<file path="config.mk">
export PLATFORM = sky130hd
export DESIGN_NAME = muldiv_unit
export DESIGN_NICKNAME = d
export VERILOG_FILES = /design/src/rtl/md_pkg.sv /design/src/rtl/md_step.sv /design/src/rtl/muldiv_unit.sv
export SDC_FILE = /design/constraint.sdc
export NUM_CORES = 1
export LEC_CHECK = 0
export ABC_AREA = 1
export BUFFER_PORTS_ARGS = -buffer_cell sky130_fd_sc_hd__buf_4
export CORE_UTILIZATION = 40
export DETAILED_ROUTE_END_ITERATION = 12
export PLACE_DENSITY = 0.6
export SLEW_MARGIN = 25
export SYNTH_ARGS = -nofsm -noshare
export SYNTH_HDL_FRONTEND = slang
export SYNTH_HIERARCHICAL = 1
export SYNTH_SLANG_ARGS = --single-unit
</file>
<file path="constraint.sdc">
create_clock -name clk -period 3.4 [get_ports clk]
set_input_delay 0.51 -clock clk [delete_from_list [all_inputs] [get_ports clk]]
set_output_delay 0.51 -clock clk [all_outputs]
set_load 0.03 [all_outputs]
</file>
<file path="src/rtl/md_pkg.sv">
// Shared definitions for the multiply/divide unit.
// Op encodings, FSM states and iteration constants.
package md_pkg;

    localparam int MD_WIDTH = 32;
    localparam int MD_ITER  = 32;
    localparam int MD_CNT_W = 6;

    typedef enum logic [1:0] {
        MD_MULT  = 2'b00,
        MD_MULTU = 2'b01,
        MD_DIV   = 2'b10,
        MD_DIVU  = 2'b11
    } mdop_e;

    typedef enum logic [1:0] {
        S_IDLE = 2'b00,
        S_PREP = 2'b01,
        S_RUN  = 2'b10,
        S_FIX  = 2'b11
    } md_state_e;

    function automatic logic md_is_signed(input logic [1:0] op);
        return (op == MD_MULT) || (op == MD_DIV);
    endfunction

    function automatic logic md_is_div(input logic [1:0] op);
        return (op == MD_DIV) || (op == MD_DIVU);
    endfunction

endpackage

</file>
<file path="src/rtl/md_step.sv">
// One iteration of the multiply/divide datapath.
// Multiply: shift-add. Divide: restoring trial subtract.
module md_step
    import md_pkg::*;
#(
    parameter int WIDTH = MD_WIDTH
) (
    input  logic               div_i,
    input  logic [2*WIDTH-1:0] acc_i,
    input  logic [WIDTH-1:0]   opnd_i,
    output logic [2*WIDTH-1:0] acc_o
);

    logic [WIDTH:0] sum;
    logic [WIDTH:0] rem_sh;
    logic [WIDTH:0] trial;

    // Single shift-add or shift-subtract step on the accumulator
    always_comb begin
        sum    = '0;
        rem_sh = '0;
        trial  = '0;
        acc_o  = acc_i;
        if (div_i) begin
            // {remainder, quotient} shifted left by one
            rem_sh = acc_i[2*WIDTH-1:WIDTH-1];
            trial  = rem_sh - {1'b0, opnd_i};
            if (trial[WIDTH]) begin
                acc_o = {rem_sh[WIDTH-1:0], acc_i[WIDTH-2:0], 1'b0};
            end else begin
                acc_o = {trial[WIDTH-1:0], acc_i[WIDTH-2:0], 1'b1};
            end
        end else begin
            // Upper half accumulates, carry shifts into the top bit
            sum = {1'b0, acc_i[2*WIDTH-1:WIDTH]}
                + (acc_i[0] ? {1'b0, opnd_i} : {(WIDTH+1){1'b0}});
            acc_o = {sum, acc_i[WIDTH-1:1]};
        end
    end

endmodule

</file>
<file path="src/rtl/muldiv_unit.sv">
// Iterative multiply/divide unit with HI/LO registers.
// Start to HI/LO update takes 34 busy cycles.
module muldiv_unit
    import md_pkg::*;
#(
    parameter int WIDTH = MD_WIDTH
) (
    input  logic             clk,
    input  logic             reset,
    input  logic             mdstartE,
    input  logic [1:0]       mdopE,
    input  logic [WIDTH-1:0] srcaE,
    input  logic [WIDTH-1:0] srcbE,
    input  logic             hiwriteE,
    input  logic             lowriteE,
    input  logic [1:0]       hilodisableE,
    input  logic             hiloselE,
    output logic             mdrunE,
    output logic [WIDTH-1:0] hiloE
);

    md_state_e state_q, state_d;
    logic [1:0]          op_q, op_d;
    logic [WIDTH-1:0]    a_q, a_d;
    logic [WIDTH-1:0]    b_q, b_d;
    logic [WIDTH-1:0]    opnd_q, opnd_d;
    logic [2*WIDTH-1:0]  acc_q, acc_d;
    logic [MD_CNT_W-1:0] cnt_q, cnt_d;
    logic [WIDTH-1:0]    hi_q, hi_d;
    logic [WIDTH-1:0]    lo_q, lo_d;
    logic                mdrun_q, mdrun_d;

    logic               sa;
    logic               sb;
    logic [WIDTH-1:0]   mag_a;
    logic [WIDTH-1:0]   mag_b;
    logic [WIDTH-1:0]   quo;
    logic [WIDTH-1:0]   rem;
    logic [2*WIDTH-1:0] prod;
    logic [2*WIDTH-1:0] step_acc;

    md_step #(
        .WIDTH (WIDTH)
    ) u_step (
        .div_i  (md_is_div(op_q)),
        .acc_i  (acc_q),
        .opnd_i (opnd_q),
        .acc_o  (step_acc)
    );

    // Operand signs and magnitudes derived from the captured operands
    always_comb begin
        sa    = md_is_signed(op_q) & a_q[WIDTH-1];
        sb    = md_is_signed(op_q) & b_q[WIDTH-1];
        mag_a = sa ? (~a_q + 1'b1) : a_q;
        mag_b = sb ? (~b_q + 1'b1) : b_q;
        quo   = (sa ^ sb) ? (~acc_q[WIDTH-1:0] + 1'b1) : acc_q[WIDTH-1:0];
        rem   = sa ? (~acc_q[2*WIDTH-1:WIDTH] + 1'b1)
                   : acc_q[2*WIDTH-1:WIDTH];
        prod  = (sa ^ sb) ? (~acc_q + 1'b1) : acc_q;
    end

    // Next-state logic for the sequencer, datapath and HI/LO
    always_comb begin
        state_d = state_q;
        op_d    = op_q;
        a_d     = a_q;
        b_d     = b_q;
        opnd_d  = opnd_q;
        acc_d   = acc_q;
        cnt_d   = cnt_q;
        hi_d    = hi_q;
        lo_d    = lo_q;
        unique case (state_q)
            S_IDLE: begin
                if (hiwriteE && !hilodisableE[1]) hi_d = srcaE;
                if (lowriteE && !hilodisableE[0]) lo_d = srcaE;
                if (mdstartE) begin
                    op_d    = mdopE;
                    a_d     = srcaE;
                    b_d     = srcbE;
                    state_d = S_PREP;
                end
            end
            S_PREP: begin
                if (md_is_div(op_q)) begin
                    acc_d  = {{WIDTH{1'b0}}, mag_a};
                    opnd_d = mag_b;
                end else begin
                    acc_d  = {{WIDTH{1'b0}}, mag_b};
                    opnd_d = mag_a;
                end
                cnt_d   = '0;
                state_d = S_RUN;
            end
            S_RUN: begin
                acc_d = step_acc;
                cnt_d = cnt_q + 1'b1;
                if (cnt_q == MD_CNT_W'(MD_ITER - 1)) state_d = S_FIX;
            end
            S_FIX: begin
                if (md_is_div(op_q)) begin
                    if (b_q == '0) begin
                        lo_d = '1;
                        hi_d = a_q;
                    end else begin
                        lo_d = quo;
                        hi_d = rem;
                    end
                end else begin
                    {hi_d, lo_d} = prod;
                end
                state_d = S_IDLE;
            end
            default: state_d = S_IDLE;
        endcase
        mdrun_d = (state_d != S_IDLE);
    end

    // State and datapath registers with synchronous clear
    always_ff @(posedge clk) begin
        if (!reset) begin
            state_q <= S_IDLE;
            op_q    <= '0;
            a_q     <= '0;
            b_q     <= '0;
            opnd_q  <= '0;
            acc_q   <= '0;
            cnt_q   <= '0;
            hi_q    <= '0;
            lo_q    <= '0;
            mdrun_q <= 1'b0;
        end else begin
            state_q <= state_d;
            op_q    <= op_d;
            a_q     <= a_d;
            b_q     <= b_d;
            opnd_q  <= opnd_d;
            acc_q   <= acc_d;
            cnt_q   <= cnt_d;
            hi_q    <= hi_d;
            lo_q    <= lo_d;
            mdrun_q <= mdrun_d;
        end
    end

    assign mdrunE = mdrun_q;
    assign hiloE  = hiloselE ? hi_q : lo_q;

endmodule

</file>
==> flow_metrics.py <==
metrics = {
    "status": {
        "status": "completed",
    },
    "final_layout": {
        "fin_nets": 3970,
        "drive_gt1_frac": 0.09550,
        "syn_to_final_growth_pct": 11.98,
        "fin_cells": 4539,
        "fin_area_um2": 24330,
        "antenna_cells": 0,
    },
    "floorplan": {
        "placementRows": 85,
        "start_util": 0.4045,
        "core_um2": 53710,
        "dieWidth_um": 235.1,
        "die_h_um": 235.1,
        "dieArea_um2": 55250,
        "io_pins": 107,
    },
    "timing": {
        "worst_pin_slew_ns": 0.9623,
        "setup_viol": 0,
        "holdWs_ns": 0.1789,
        "slew_violations": 0,
        "finalHoldViolations": 0,
        "fmax_mhz": 330.3,
        "min_period_over_period": 0.8904,
        "relSlewSlack": 0.3585,
        "worst_slack_ns": 0.3727,
        "final.min_clock_period_ns": 3.027,
        "rsz0062_at_grt": "no",
        "fin_tns_setup_ns": 0,
        "clock_skew_ns": 0.02638,
    },
    "power": {
        "p_comb_frac": 0.494,
        "seqPwrFrac": 0.251,
        "p_int_mw": 6.964,
        "vdd_drop_max_v": 0.0004303,
        "power_switching_mw": 6.641,
        "switching_share": 0.4881,
        "clkPwrFrac": 0.255,
        "pwr_density_cell_nw_per_um2": 559.2,
        "p_leak_nw": 11.91,
    },
    "global_route": {
        "grt_pass1_vias": 23398,
        "grt_pass1_wl_um": 149000,
        "antenna_found_initial": 1,
        "grt_overflow": 0,
        "grt_max_degree": 127,
        "grtUsageTotal": 0.3546,
    },
    "worst_setup_path": {
        "reg2regPathDepth": 18,
        "rr_startpoint": "acc_q[31]$_SDFFE_PN0P_",
        "cp_common_cell": "nand2_1",
        "cp.arrival_ns": 3.53,
        "crit_chain": "inv_1, ha_1, fa_1, inv_1, nand2_1, nand2_1, nand3_1, nand2_2, nand2_1, nand2_2, nand2_4, nand3_4, nand3_1, nand2_1, nand2_1, nand2_1, nand3_1, a21oi_1",
        "required_ns": 3.90,
        "worst_path_dominant_cell_family": "simple AND/OR/NAND/NOR gates",
        "start_kind": "register",
        "r2r-end": "acc_q[63]$_SDFFE_PN0P_",
        "rrSetupSlack_ns": 0.37,
        "slowest_stage": "fa_1",
        "critPathKind": "register to register",
        "cp_slowest_stage_delay_ns": 0.47,
        "cp_max_fo": 16,
        "cp.buffers_inverters": 2,
        "end_kind": "register",
    },
    "logic_synthesis": {
        "ys_warn_count": 6,
        "synth_seq_cells": 235,
        "syn_nets": 3934,
        "synth_top_family_by_area": "simple AND/OR/NAND/NOR gates",
        "yosysTopAreaCell": "dfxtp_1",
        "synthCells": 3784,
        "async_reset_ff_frac": 0,
        "synth_edf_count": 0,
        "yosys.area_share.adder": 0.04446,
        "netlist_area_um2": 21730,
        "yosys.area.top_type_share": 0.2165,
        "yosys-top-cells-area": "dfxtp_1, nand2_1, nand3_1, inv_1, a21oi_1",
        "synth_cell_types": 57,
        "synth_flop_cell": "dfxtp_1",
        "synthSimpleGateAreaFrac": 0.3991,
        "ys_seq_area_frac": 0.2165,
        "muxShareOfSynthArea": 0.01659,
        "syn_area_per_cell_um2": 5.742,
        "synth-xor-area-share": 0.03548,
        "synth-compound-area-share": 0.1747,
    },
    "job": {
        "drv_cap": 0,
    },
    "cts": {
        "clk_latency_ns": 0.61,
        "root_buffer": "clkbuf_16",
        "cts_resized": 0,
        "clockBufferDepth": 3,
        "post_cts_buffers": 0,
        "clock-sinks": 235,
        "cts_tree": "done",
        "cts_hold_buffers": 0,
        "cts_buffers": 29,
        "cts.htree.levels": 1,
        "path_clk_slew_ns": 0.06,
    },
    "routing": {
        "drt_first_pass_iters": 8,
        "avgRoutedWirePerCell_um": 22.20,
        "drt-total-wl_um": 100800,
        "drtAntennaViolNets": 0,
        "via_per_inst": 5.668,
        "drc": 0,
        "vias": 25726,
        "drt_iter0_drc": 3201,
    },
    "worst_hold_path": {
        "min_from": "srcbE[8]",
        "min_to": "b_q[8]$_SDFFE_PN0P_",
        "worst_hold_path.num_cells": 3,
        "holdCritPathClass": "primary input to register",
    },
    "placed_design": {
        "place_ws_ns": 0.4797,
        "dp.final_hpwl_um": 79790,
        "placedCellCount": 4485,
        "globalplace.congestion": 1.102,
        "io_buffers": 106,
        "postPlaceCellArea_um2": 23270,
    },
}
[synth_stat cells (all sizes together) (2+ instances only)]
| cell | n |
|---|---|
| nand2 | 1092 |
| nand3 | 459 |
| inv | 451 |
| nor2 | 349 |
| o21ai | 332 |
| a21oi | 326 |
| dfxtp | 235 |
| clkbuf | 109 |
| xor2 | 76 |
| ha | 74 |
| buf | 64 |
| mux2 | 32 |
| nand4 | 31 |
| o211ai | 28 |
| nand3b | 23 |
| nor3 | 23 |
| or2 | 18 |
| xnor2 | 12 |
| o21bai | 10 |
| and2 | 7 |
| nor4 | 5 |
| a21o | 4 |
| a31oi | 3 |
| a32o | 3 |
| o21a | 3 |
| a211oi | 2 |
| a31o | 2 |
| and3 | 2 |
| fa | 2 |
| o221ai | 2 |
[through the flow]
stage,power [mW],utilization
after floorplan,7.566,-
after global placement,9.953,0.4333
after detailed placement,9.915,0.4333
after CTS,13.41,0.4530
after global routing,14.27,0.4530
final,13.60,0.4530
[power groups by stage]
stage,clock network [mW],registers [mW],logic (mW)
finish,3.47,3.41,6.72
global route,3.61,3.44,7.23
CTS,3.52,3.40,6.49
detailed placement,0,3.45,6.46
global placement,0,3.46,6.50
floorplan,0,3.31,4.25
[placed cells by master (no fill, tap or decap), types with 4 or more instances in the layout]
cell,count
xnor2_1,12
nor4_1,5
o211ai_1,28
xor2_1,76
ha_1,71
inv_1,435
nand2_2,23
inv_2,14
a21oi_1,321
mux2_2,32
dfxtp_1,234
nand2_4,7
o21bai_1,10
nor2_1,333
and2_1,7
bufinv_16,4
o21ai_0,304
a21oi_2,4
a21o_1,4
nor3_1,20
nand2_1,1061
clkbuf_8,9
or2_2,17
nand3_2,7
nand3b_1,23
buf_4,173
buf_12,5
nor2_2,13
o21ai_1,26
nand4_1,30
nand3_1,450
clkbuf_16,29
[cell type report]
type / instances / area, µm²
fill: 5966 / 29380
timing repair buffer: 178 / 1399
clock buffer: 41 / 860.8
clock inverter: 13 / 196.4
sequential: 235 / 4708
tap: 696 / 870.8
inverter: 452 / 1702
multi-input combinational: 2924 / 14590
[worst max path at each step]
stage | from | endpoint | slack, ns | cells after the start
detailed placement | acc_q[31]$_SDFFE_PN0P_ | acc_q[63]$_SDFFE_PN0P_ | 0.48 | 19
finish | acc_q[31]$_SDFFE_PN0P_ | acc_q[63]$_SDFFE_PN0P_ | 0.37 | 18
CTS | acc_q[31]$_SDFFE_PN0P_ | acc_q[63]$_SDFFE_PN0P_ | 0.42 | 19
floorplan | acc_q[0]$_SDFFE_PN0P_ | acc_q[43]$_SDFFE_PN0P_ | 0.85 | 17
global placement | acc_q[31]$_SDFFE_PN0P_ | acc_q[61]$_SDFFE_PN0P_ | 0.57 | 19
global route | acc_q[31]$_SDFFE_PN0P_ | acc_q[63]$_SDFFE_PN0P_ | 0.16 | 19
[per-layer routing]
layer,GRT usage,part of all wire
met1,0.5024,0.44
met3,0.04218,0.082
met5,0,0.00013
met2,0.5378,0.43
met4,0.1547,0.050
[kinds of logic after synthesis]
kind of cell | count (synthesis)
buffers and inverters | 625
muxes | 32
adders and majority gates | 76
xor gates and xnor gates | 88
and+or+nand+nor | 2009
DFF | 235
AOI/OAI and AO/OA | 719
[flip-flops by register name (all words and copies together) (netlist names)]
name,flops
state_q,2
b_q,32
acc_q,64
opnd_q,32
op_q,2
cnt_q,6
lo_q,32
mdrunE,1
hi_q,32
a_q,32
[worst reg2reg max path: stages (launching register included)]
cell and delay [ns]:
dfxtp_1 0.40, inv_1 0.10, ha_1 0.24, fa_1 0.47
inv_1 0.13, nand2_1 0.05, nand2_1 0.07, nand3_1 0.08
nand2_2 0.13, nand2_1 0.07, nand2_2 0.10, nand2_4 0.10
nand3_4 0.19, nand3_1 0.29, nand2_1 0.13, nand2_1 0.06
nand2_1 0.05, nand3_1 0.08, a21oi_1 0.17
Power figures use the tool's default switching activity.
